### src/rtl/tone_player_pkg.sv
// Shared constants for the buzzer output path: note table, note codes,
// player states and the millisecond/debounce tick counts at 100 MHz.
package tone_player_pkg;

    localparam int unsigned HALF_W = 18;
    localparam int unsigned TABLE_CLK_HZ = 100_000_000;
    localparam int unsigned TIME_1MS_CLK = 100_000;
    localparam int unsigned TIME_20MS_CLK = 2_000_000;

    localparam logic [4:0] NOTE_REST = 5'd0;
    localparam logic [4:0] NOTE_C4 = 5'd1;
    localparam logic [4:0] NOTE_D4 = 5'd2;
    localparam logic [4:0] NOTE_E4 = 5'd3;
    localparam logic [4:0] NOTE_F4 = 5'd4;
    localparam logic [4:0] NOTE_G4 = 5'd5;
    localparam logic [4:0] NOTE_A4 = 5'd6;
    localparam logic [4:0] NOTE_B4 = 5'd7;
    localparam logic [4:0] NOTE_C5 = 5'd8;
    localparam logic [4:0] NOTE_D5 = 5'd9;
    localparam logic [4:0] NOTE_E5 = 5'd10;
    localparam logic [4:0] NOTE_F5 = 5'd11;
    localparam logic [4:0] NOTE_G5 = 5'd12;
    localparam logic [4:0] NOTE_A5 = 5'd13;
    localparam logic [4:0] NOTE_B5 = 5'd14;
    localparam logic [4:0] NOTE_C6 = 5'd15;
    localparam logic [4:0] NOTE_D6 = 5'd16;
    localparam logic [4:0] NOTE_E6 = 5'd17;
    localparam logic [4:0] NOTE_F6 = 5'd18;
    localparam logic [4:0] NOTE_G6 = 5'd19;
    localparam logic [4:0] NOTE_A6 = 5'd20;
    localparam logic [4:0] NOTE_B6 = 5'd21;

    typedef enum logic [1:0] {
        ST_IDLE = 2'd0,
        ST_PLAY = 2'd1,
        ST_GAP  = 2'd2
    } state_t;

    // Half-period in 100 MHz clocks, A4 = 440 Hz; zero marks a rest code.
    localparam logic [HALF_W-1:0] NOTE_HALF [0:31] = '{
        18'd0,
        18'd191110, 18'd170262, 18'd151686, 18'd143173,
        18'd127553, 18'd113636, 18'd101238,
        18'd95556,  18'd85131,  18'd75843,  18'd71586,
        18'd63776,  18'd56818,  18'd50619,
        18'd47778,  18'd42566,  18'd37922,  18'd35793,
        18'd31888,  18'd28409,  18'd25310,
        18'd0, 18'd0, 18'd0, 18'd0, 18'd0,
        18'd0, 18'd0, 18'd0, 18'd0, 18'd0
    };

    function automatic logic [HALF_W-1:0] half_of(
        input logic [4:0]  note,
        input int unsigned shift
    );
        logic [HALF_W-1:0] h;
        h = NOTE_HALF[note] >> shift;
        if (NOTE_HALF[note] != '0 && h == '0) begin
            h = {{(HALF_W-1){1'b0}}, 1'b1};
        end
        return h;
    endfunction

endpackage

### src/rtl/tone_player_divider.sv
// Square-wave generator: counts clocks up to the half-period and
// toggles the output each time the count wraps.
module tone_player_divider
    import tone_player_pkg::*;
(
    input  logic              clk,
    input  logic              rst,
    input  logic              i_en,
    input  logic              i_clr,
    input  logic [HALF_W-1:0] i_half,
    output logic              o_wave
);

    logic [HALF_W-1:0] r_cnt;
    logic              r_wave;
    logic [HALF_W-1:0] w_last;

    assign w_last = i_half - {{(HALF_W-1){1'b0}}, 1'b1};

    always_ff @(posedge clk or negedge rst) begin
        if (!rst) begin
            r_cnt  <= '0;
            r_wave <= 1'b0;
        end else if (i_clr) begin
            r_cnt  <= '0;
            r_wave <= 1'b0;
        end else if (i_en) begin
            if (r_cnt >= w_last) begin
                r_cnt  <= '0;
                r_wave <= ~r_wave;
            end else begin
                r_cnt <= r_cnt + {{(HALF_W-1){1'b0}}, 1'b1};
            end
        end
    end

    assign o_wave = r_wave;

endmodule

### src/rtl/tone_player.sv
// Plays one note command at a time on the buzzer pin, then holds the
// pin silent for a fixed gap before reporting completion.
module tone_player
    import tone_player_pkg::*;
#(
    parameter int unsigned CLK_HZ     = 100_000_000,
    parameter int unsigned TIME_1MS   = 100_000,
    parameter int unsigned GAP_MS     = 10,
    parameter int unsigned DUR_W      = 12,
    parameter int unsigned TONE_SHIFT = 0
) (
    input  logic             clk,
    input  logic             rst,
    input  logic             i_cmd_valid,
    output logic             o_cmd_ready,
    input  logic [4:0]       i_cmd_note,
    input  logic [DUR_W-1:0] i_cmd_dur,
    input  logic             i_stop,
    output logic             o_buzzer,
    output logic             o_busy,
    output logic             o_done
);

    localparam int unsigned TICK_W =
        (TIME_1MS > 1) ? $clog2(TIME_1MS) : 1;
    localparam logic [TICK_W-1:0] TICK_LAST = TICK_W'(TIME_1MS - 1);
    localparam logic [DUR_W-1:0]  GAP_END   = DUR_W'(GAP_MS);
    localparam logic [DUR_W-1:0]  MS_ONE    = DUR_W'(1);
    localparam logic [TICK_W-1:0] TICK_ONE  = TICK_W'(1);
    localparam bit                HAS_GAP   = (GAP_MS != 0);

    if (CLK_HZ != TABLE_CLK_HZ) begin : g_clk_chk
        $error("NOTE_HALF table is built for a 100 MHz clock");
    end

    state_t            r_state;
    state_t            w_next;
    logic              r_ready;
    logic              r_busy;
    logic              r_done;
    logic              w_done_next;
    logic [4:0]        r_note;
    logic [DUR_W-1:0]  r_dur;
    logic [TICK_W-1:0] r_tick;
    logic [DUR_W-1:0]  r_ms;

    logic              w_accept;
    logic              w_wrap;
    logic [DUR_W-1:0]  w_ms_next;
    logic              w_play_end;
    logic              w_gap_end;
    logic              w_cnt_clr;
    logic [HALF_W-1:0] w_half;
    logic              w_tone_clr;
    logic              w_tone_en;
    logic              w_wave;

    assign w_accept = i_cmd_valid && r_ready && !i_stop
                      && (r_state == ST_IDLE);
    assign w_wrap     = (r_tick == TICK_LAST);
    assign w_ms_next  = r_ms + MS_ONE;
    assign w_play_end = (r_state == ST_PLAY) && w_wrap
                        && (w_ms_next == r_dur);
    assign w_gap_end  = (r_state == ST_GAP) && w_wrap
                        && (w_ms_next == GAP_END);

    always_comb begin
        w_next      = r_state;
        w_done_next = 1'b0;
        if (i_stop) begin
            w_next = ST_IDLE;
        end else begin
            unique case (r_state)
                ST_IDLE: begin
                    // A zero-length command is swallowed without playing.
                    if (w_accept && i_cmd_dur != '0) begin
                        w_next = ST_PLAY;
                    end
                end
                ST_PLAY: begin
                    if (w_play_end) begin
                        w_next      = HAS_GAP ? ST_GAP : ST_IDLE;
                        w_done_next = !HAS_GAP;
                    end
                end
                ST_GAP: begin
                    if (w_gap_end) begin
                        w_next      = ST_IDLE;
                        w_done_next = 1'b1;
                    end
                end
                default: begin
                    w_next = ST_IDLE;
                end
            endcase
        end
    end

    always_ff @(posedge clk or negedge rst) begin
        if (!rst) begin
            r_state <= ST_IDLE;
            r_ready <= 1'b1;
            r_busy  <= 1'b0;
            r_done  <= 1'b0;
        end else begin
            r_state <= w_next;
            // Ready only after a full idle cycle, so completion and the
            // next accept are always separated by one cycle.
            r_ready <= !i_stop && (r_state == ST_IDLE)
                       && (w_next == ST_IDLE);
            r_busy  <= (w_next != ST_IDLE);
            r_done  <= w_done_next;
        end
    end

    always_ff @(posedge clk or negedge rst) begin
        if (!rst) begin
            r_note <= '0;
            r_dur  <= '0;
        end else if (w_accept) begin
            r_note <= i_cmd_note;
            r_dur  <= i_cmd_dur;
        end
    end

    assign w_cnt_clr = (r_state == ST_IDLE) || (w_next != r_state);

    always_ff @(posedge clk or negedge rst) begin
        if (!rst) begin
            r_tick <= '0;
            r_ms   <= '0;
        end else if (w_cnt_clr) begin
            r_tick <= '0;
            r_ms   <= '0;
        end else if (w_wrap) begin
            r_tick <= '0;
            r_ms   <= w_ms_next;
        end else begin
            r_tick <= r_tick + TICK_ONE;
        end
    end

    assign w_half     = half_of(r_note, TONE_SHIFT);
    assign w_tone_clr = (r_state != ST_PLAY) || (w_next != ST_PLAY);
    assign w_tone_en  = !w_tone_clr && (w_half != '0);

    tone_player_divider u_tone_divider (
        .clk    (clk),
        .rst    (rst),
        .i_en   (w_tone_en),
        .i_clr  (w_tone_clr),
        .i_half (w_half),
        .o_wave (w_wave)
    );

    assign o_buzzer    = w_wave;
    assign o_cmd_ready = r_ready;
    assign o_busy      = r_busy;
    assign o_done      = r_done;

endmodule

### config.mk
export PLATFORM = sky130hd
export DESIGN_NAME = tone_player
export DESIGN_NICKNAME = d
export VERILOG_FILES = /design/src/rtl/tone_player_pkg.sv /design/src/rtl/tone_player_divider.sv /design/src/rtl/tone_player.sv
export SDC_FILE = /design/constraint.sdc
export NUM_CORES = 1
export LEC_CHECK = 0
export ABC_AREA = 1
export CAP_MARGIN = 25
export CORE_ASPECT_RATIO = 1.4
export CORE_MARGIN = 2
export CORE_UTILIZATION = 56
export DETAILED_ROUTE_END_ITERATION = 7
export PLACE_DENSITY = 0.78
export SYNTH_ARGS = -nofsm -noshare
export SYNTH_HDL_FRONTEND = slang
export SYNTH_SLANG_ARGS = --single-unit
### constraint.sdc
create_clock -name clk -period 3.9 [get_ports clk]
set_input_delay 0.78 -clock clk [delete_from_list [all_inputs] [get_ports clk]]
set_output_delay 0.78 -clock clk [all_outputs]
set_load 0.005 [all_outputs]
# Word-level counts from Yosys, hierarchy flattened
# Memory sizes are Yosys's and may differ from the RTL's.
# Cells that the tools add are included.
# classes
n_reduce_logical,27
n_bitwise,2
mul,0
eq_ne,8
mux,21
div,0
add_sub_neg,4
order_cmp,2
n_shift,0
# ops
cell,n
$mux 18,6
$reduce_bool 18->1,2
$mux 17,2
$mux 12,2
$add 18x1->18 const B,1
$ge 18x18->1,1
$logic_not 18->1,1
$sub 18x1->18 const B,1
$add 17x1->17 const B,1
$eq 17x17->1 const B,1
$add 12x1->12 const B,1
$eq 12x12->1,1
$eq 12x4->1 const B,1
$logic_and 1x1->1,12
$reduce_bool 12->1,1
$mux 2,4
$reduce_bool 2->1,4
$ge 6x6->1 const B,1
$mux 1,6
$not 5->6,1
$pmux 2 s3,1
$logic_not 2->1,2
$ne 2x1->1 const B,2
$eq 2x1->1 const B,1
6 further kinds,8
# totals
ramBits,0
latch_bits,0
word_cells,75
output_inout_bits,4
mem_bits_ro,576
input_bits,21
mem_count,1
reg_bits,70
# mem_list
memory,depth,word_bits,read_ports,rd_clocked_by_memory_dff,wr,line,text
(no name shown),32,18,1,0,0,tone_player_pkg.sv:58,if (NOTE_HALF[note] != '0 && h == '0) begin

# Logic depth before layout (Yosys ltp)
# depth
depth_word,13
depth_mapped,26
ltp_nobuf,24

# Modules after synthesis
# Synthesis repeated with hierarchy kept, for this count alone.
# unflattened
hier_cells,802
hier_area_um2,5529.1
# modules_own_cells
mod,instances,area_each_um2,cells_each,seq_area_each_um2
tone_player,1,3686.0,539,1277.5
tone_player_divider,1,1843.0,263,475.5

# Worst setup path before layout
# No wires, ideal clock.
# synth_timing
path_kind,reg-to-reg
start,register r_note[1]
end,register u_tone_divider.r_cnt[11]
period_less_slack_ns,3.697
stages_incl_launch_ff,24
t_arrival_ns,3.580
t_required_ns,3.783
n_path_buf,1
slack_ns,0.203
path_cell_list,dfrtp_1 -> inv_1 -> ha_1 -> nand2_2 -> a21oi_1 -> a21oi_1 -> or2_2 -> o21ai_0 -> inv_1 -> ha_1 -> nand3_1 -> nor3_1 -> a21oi_1 -> nor2_1 -> ha_1 -> nand2_1 -> nor4_1 -> o211ai_1 -> nand3_1 -> clkbuf_1 -> o21bai_1 -> nor2_1 -> nand2_1 -> nand2_1
# synth_between
elab_chain_cells,12
elab_cells_between_ends,16
# synth_lines
element,line,text
"start, declared",tone_player.sv:42,logic [4:0] r_note;
"start signal, assigned",tone_player.sv:121,r_note <= i_cmd_note;
$not 5->6 (not written as such) (*),"tone_player_pkg.sv:57, tone_player_pkg.sv:58",
$mem_v2 32x18 (*),-,
$mux 18 (not written as such) (*) (2 in a row),tone_player_pkg.sv:58,
$reduce_bool 18->1 or $logic_not 18->1 (tied branches),tone_player_pkg.sv:58,
$logic_and 1x1->1,tone_player_pkg.sv:58,
$mux 18 (*),tone_player_pkg.sv:58,
$sub 18x1->18,tone_player_divider.sv:18,"assign w_last = i_half - {{(HALF_W-1){1'b0}}, 1'b1};"
$ge 18x18->1,tone_player_divider.sv:28,if (r_cnt >= w_last) begin
$mux 18,tone_player_divider.sv:28,
$mux 18,tone_player_divider.sv:27,end else if (i_en) begin
$mux 18,tone_player_divider.sv:24,end else if (i_clr) begin
"end signal, assigned",tone_player_divider.sv:32,"r_cnt <= r_cnt + {{(HALF_W-1){1'b0}}, 1'b1};"
"end, declared",tone_player_divider.sv:14,logic [HALF_W-1:0] r_cnt;
# Every way passes the cells marked *; elsewhere a longest branch is shown, timed or not. The select of a mux whose other input is x is not followed.
# A chain may end at the register's enable or synchronous reset.

# Worst setup path after layout
# Ends and elaborated chain as after synthesis.

==> results.txt <==
----------------------------------------------------
[Power and ir drop]
  Switching power ... 1.12 mW
  Clock group share of total power ... 0.292
  Share of total power in combinational logic ... 0.419
  Relative contribution of sequential cells to total power ... 0.289
  Pwr dens ... 443 nW/um^2
  Worst VDD drop ... 0.000332 V
  Static power due to leakage ... 3.01 nW
  Cell internal power dissipation ... 1.72 mW
  Switching share of power ... 0.395

[Logic synthesis]
  Number of register bits inferred by synthesis ... 70
  Portion of netlist area occupied by mux cells ... 0
  Adder and majority gate portion of the synthesized area ... 0.0736
  Cell area after technology mapping ... 5610 sq um
  Register area share after synthesis ... 0.312
  YS warnings ... 0
  EDFF count, synth ... 0
  Most used flip-flop cell after synthesis ... sky130_fd_sc_hd__dfrtp_1
  Area fraction in compound gates after synthesis ... 0.0912
  Share of flip-flops with an asynchronous set or reset ... 1.00
  Post-synthesis cell type with the largest combined area ... sky130_fd_sc_hd__dfrtp_1
  Top-area cell type share of the netlist area ... 0.308
  Dominant combinational cell family by area after synthesis ... simple AND/OR/NAND/NOR gates
  Top cells by instance count after synthesis ... sky130_fd_sc_hd__nand2_1 (213), sky130_fd_sc_hd__nor2_1 (102), sky130_fd_sc_hd__inv_1 (94), sky130_fd_sc_hd__dfrtp_1 (69), sky130_fd_sc_hd__o21ai_0 (55)
  Cell types occupying the most area after synthesis ... sky130_fd_sc_hd__dfrtp_1 (31%), sky130_fd_sc_hd__nand2_1 (14%), sky130_fd_sc_hd__ha_1 (7.4%)
  Post-Synthesis Net Count ... 870
  Simple-gate portion of the synthesized area ... 0.382
  Number of library cell types mapped by synthesis ... 42
  Post-synthesis instance total ... 816
  Synthesized area per cell ... 6.88 sq um
  Most repeated cell in the gate-level netlist after synthesis ... sky130_fd_sc_hd__nand2_1
  Parity-gate share of the synthesized area counting xor and xnor cells ... 0.0468

[Critical path]
  Delay of the slowest critical-path stage ... 0.38 ns
  Crit path buf inv count ... 3
  Kind of cell adding the most delay to the critical path ... simple AND/OR/NAND/NOR gates
  Critical path data arrival time ... 4.00 ns
  Most frequent cell on the critical path ... sky130_fd_sc_hd__nand2_1
  Critical path start-end classification ... reg -> reg
  Setup crit end kind ... register
  Maximum fanout along the worst path ... 20
  Library cell contributing the largest single delay on the critical path ... sky130_fd_sc_hd__dfrtp_1
  Required time reported for the critical path endpoint ... 4.18 ns
  Worst path cell trace ... inv_1 > buf_4 > ha_1 > nor2_2 > nor2_1 > o21ai_0 > a21oi_2 > nand2_1 > nor2_1 > nand2_1 > nor2_2 > nor2_1 > ha_1 > a21oi_1 > o21ai_0 > nand2_1 > o211ai_1 > a21oi_1 > nand3_1 > buf_12 > o21bai_1 > nor2_1 > nand2_1 > nand2_1
  Setup crit start kind ... register

[Cells and area]
  Final Util ... 0.652
  Number of antenna repair diodes ... 0
  Final-stage net count ... 902
  Register cell area after layout ... 1750 sq um
  P&R area growth vs syn ... 14.4%
  Fraction of final layout cells sized beyond drive strength 1 ... 0.115
  Multi-input combinational cell area ... 3410 sq um
  Summed area of non-filler cells in the final layout ... 6420 sq um
  Layout filler cell count ... 853
  Final standard cell count with taps included and fillers excluded ... 988

[STA]
  Highest achievable clock rate ... 269 MHz
  Transition time at the pin with the least slew margin ... 0.885 ns
  Relative slew slack ... 0.410
  Final hold viol count ... 0
  Final number of setup-violating endpoints ... 0
  Total negative slack for setup checks ... 0 ns
  Clock skew after layout ... 0.0109 ns
  Pins Over Slew Limit ... 0
  Portion of the clock cycle consumed by the worst path in the final layout ... 0.954
  Final worst path period need ... 3.72 ns
  Worst setup margin ... 0.180 ns

[Floorplan]
  Placeable Area ... 9850 sq um
  Count of standard-cell rows ... 43
  Die outline height ... 122 microns
  Starting density of the core ... 0.570
  Number of top-level design ports ... 25
  Chip Width ... 88.6 microns
  Die area ... 10800 sq um

[CTS]
  Clk Tree Root Cell ... sky130_fd_sc_hd__clkbuf_16
  Clock tree buffer depth ... 2
  Num CTS Buffers ... 9
  Total clock sinks ... 70
  Clock latency on the worst-skew pair ... 0.34 ns
  Max H-tree Level ... 3
  TritonCTS clock tree ... done
  Clock Pin Slew Worst Setup and Hold Paths ... 0.06 ns

[Global route]
  GRT Max-Usage Layer ... met2
  First-pass GRT wire length ... 23500 microns
  Final global-route overflow total ... 0
  Largest net degree at the start of global routing ... 71
  Met1 Use GR ... 0.315
  Number of antenna violations at the first check in global routing ... 0
  Met3 Resource Use GR ... 0.0511
  Met2 GRT Util ... 0.477
  Combined global-route utilization of all metal layers ... 0.272
  Vias in the first global route ... 5252

[Placed design]
  Placed cells ... 971
  Minimum setup slack after placement ... 0.0720 ns
  HPWL after detailed placement ... 10500 microns
  Final weighted congestion in routability-driven placement ... 0.928
  # port buffers ... 24
  Post-placement cell area ... 6030 sq um

[Routing]
  DR DRC count ... 0
  Initial DRC Count ... 422
  Number of iterations in the first detailed-routing pass ... 5
  Final Routed Wirelength ... 14200 microns
  Via count normalized by instance count ... 5.60
  DRT antenna net count ... 0
  Mean routed wirelength per cell ... 14.3 microns
  Count of vias placed by the detailed router ... 5529

[Outcome]
  Result of the run ... complete, no violations

[Min path]
  Hold WC Path Type ... reg -> reg

[Run]
  Maxcap violations ... 0

----------------------------------------------------
-- placed cells by master, fill, tap and decap left out, types with 2 or more instances in the layout --
cell	Yosys	final
sky130_fd_sc_hd__nand2_1	213	210
sky130_fd_sc_hd__nor3b_1	2	2
sky130_fd_sc_hd__or2_2	3	3
sky130_fd_sc_hd__o21ai_2	1	2
sky130_fd_sc_hd__dfrtp_1	69	69
sky130_fd_sc_hd__nor3_1	17	17
sky130_fd_sc_hd__nand3b_1	5	5
sky130_fd_sc_hd__o22ai_1	2	2
sky130_fd_sc_hd__clkbuf_16	0	9
sky130_fd_sc_hd__nand2_2	8	11
sky130_fd_sc_hd__a21oi_1	21	19
sky130_fd_sc_hd__nand3_1	49	47
sky130_fd_sc_hd__o211ai_1	5	5
sky130_fd_sc_hd__xor2_1	16	16
sky130_fd_sc_hd__nor2_2	6	9
sky130_fd_sc_hd__clkdlybuf4s50_1	0	23
sky130_fd_sc_hd__buf_4	7	17
sky130_fd_sc_hd__nor2_1	102	98
sky130_fd_sc_hd__xnor2_1	14	13
sky130_fd_sc_hd__clkinv_2	0	3
sky130_fd_sc_hd__ha_1	33	32
sky130_fd_sc_hd__nor4_1	7	6
sky130_fd_sc_hd__a21oi_2	1	3
sky130_fd_sc_hd__nor2_4	13	14
sky130_fd_sc_hd__inv_2	6	7
sky130_fd_sc_hd__buf_12	1	2
sky130_fd_sc_hd__o21ai_0	55	53
sky130_fd_sc_hd__inv_1	94	93
sky130_fd_sc_hd__nand4_1	38	38
sky130_fd_sc_hd__nand3_2	3	4
-- final cells by class --
type | instances | area share
inverters | 101 | 0.0595
clock buffers | 10 | 0.0372
repair buffers | 43 | 0.0628
well taps | 135 | 0.0263
clock inverters | 6 | 0.00955
multi-input cells | 623 | 0.531
flip-flops and latches | 70 | 0.273
-- repair_timing --
action / in CTS / in global routing
gates resized for setup: 0 / 22
hold buffers: 0 / 0
endpoints found under the setup margin: 0 / 19
buffers inserted: 0 / 1
-- worst paths after layout --
check / endpoint / cells past startpoint / slack [ns] / startpoint
min in group asynchronous: r_dur[9] / 2 / 0.62 / rst
worst min-delay path: r_dur[0] / 2 / 0.51 / r_dur[0]
worst max-delay path: u_tone_divider.r_cnt[11] / 24 / 0.18 / r_note[1]
worst max register to register: u_tone_divider.r_cnt[11] / 24 / 0.18 / r_note[1]
max in group asynchronous: u_tone_divider.r_cnt[10] / 2 / 2.68 / rst
worst min register to register: r_dur[0] / 2 / 0.51 / r_dur[0]
-- registers in the layout, indices dropped and copies added, names as in the netlist --
signal	count
o_cmd_ready	1
o_done	1
r_note	5
u_tone_divider.r_cnt	18
r_dur	12
r_state	2
r_tick	17
o_busy	1
u_tone_divider.o_wave	1
r_ms	12
-- worst reg2reg max path, delay by kind of cell (launching register included) --
family | cells | cell delay, ns
compound gates | 7 | 1.15
fa+ha+maj | 2 | 0.52
buf+inv | 3 | 0.43
flops | 1 | 0.38
simple gates | 12 | 1.21
-- metrics by stage --
step           total power [mW]  hold slack, ns
2_1_floorplan              1.61           0.466
3_3_place_gp               1.90           0.500
3_5_place_dp               1.92           0.495
4_1_cts                    2.75           0.509
5_1_grt                    3.03           0.545
6_report                   2.84           0.511
-- logic make-up (layout without fill, tap and decap cells) --
logic type,count (synthesis),after routing
xor+xnor,30,30
simple gates,468,468
buf+inv,123,160
compound gates,92,92
fa+ha+maj,33,33
flops,70,70
-- power by group through the flow --
stage / Combinational [mW] / Sequential, mW / Clock, mW
floorplan: 0.792 / 0.813 / 0
global placement: 1.07 / 0.830 / 0
detailed placement: 1.09 / 0.831 / 0
CTS: 1.09 / 0.819 / 0.834
global route: 1.33 / 0.825 / 0.871
finish: 1.19 / 0.822 / 0.829
-- per-layer routing --
metal	vias to the layer above	part of all wire	wire length [microns]
met5	-	0	0
met4	0	0.035	502
met3	52	0.051	726
met2	195	0.52	7310
met1	2565	0.40	5610
li1	2717	-	-
Power figures use the tool's default switching activity.
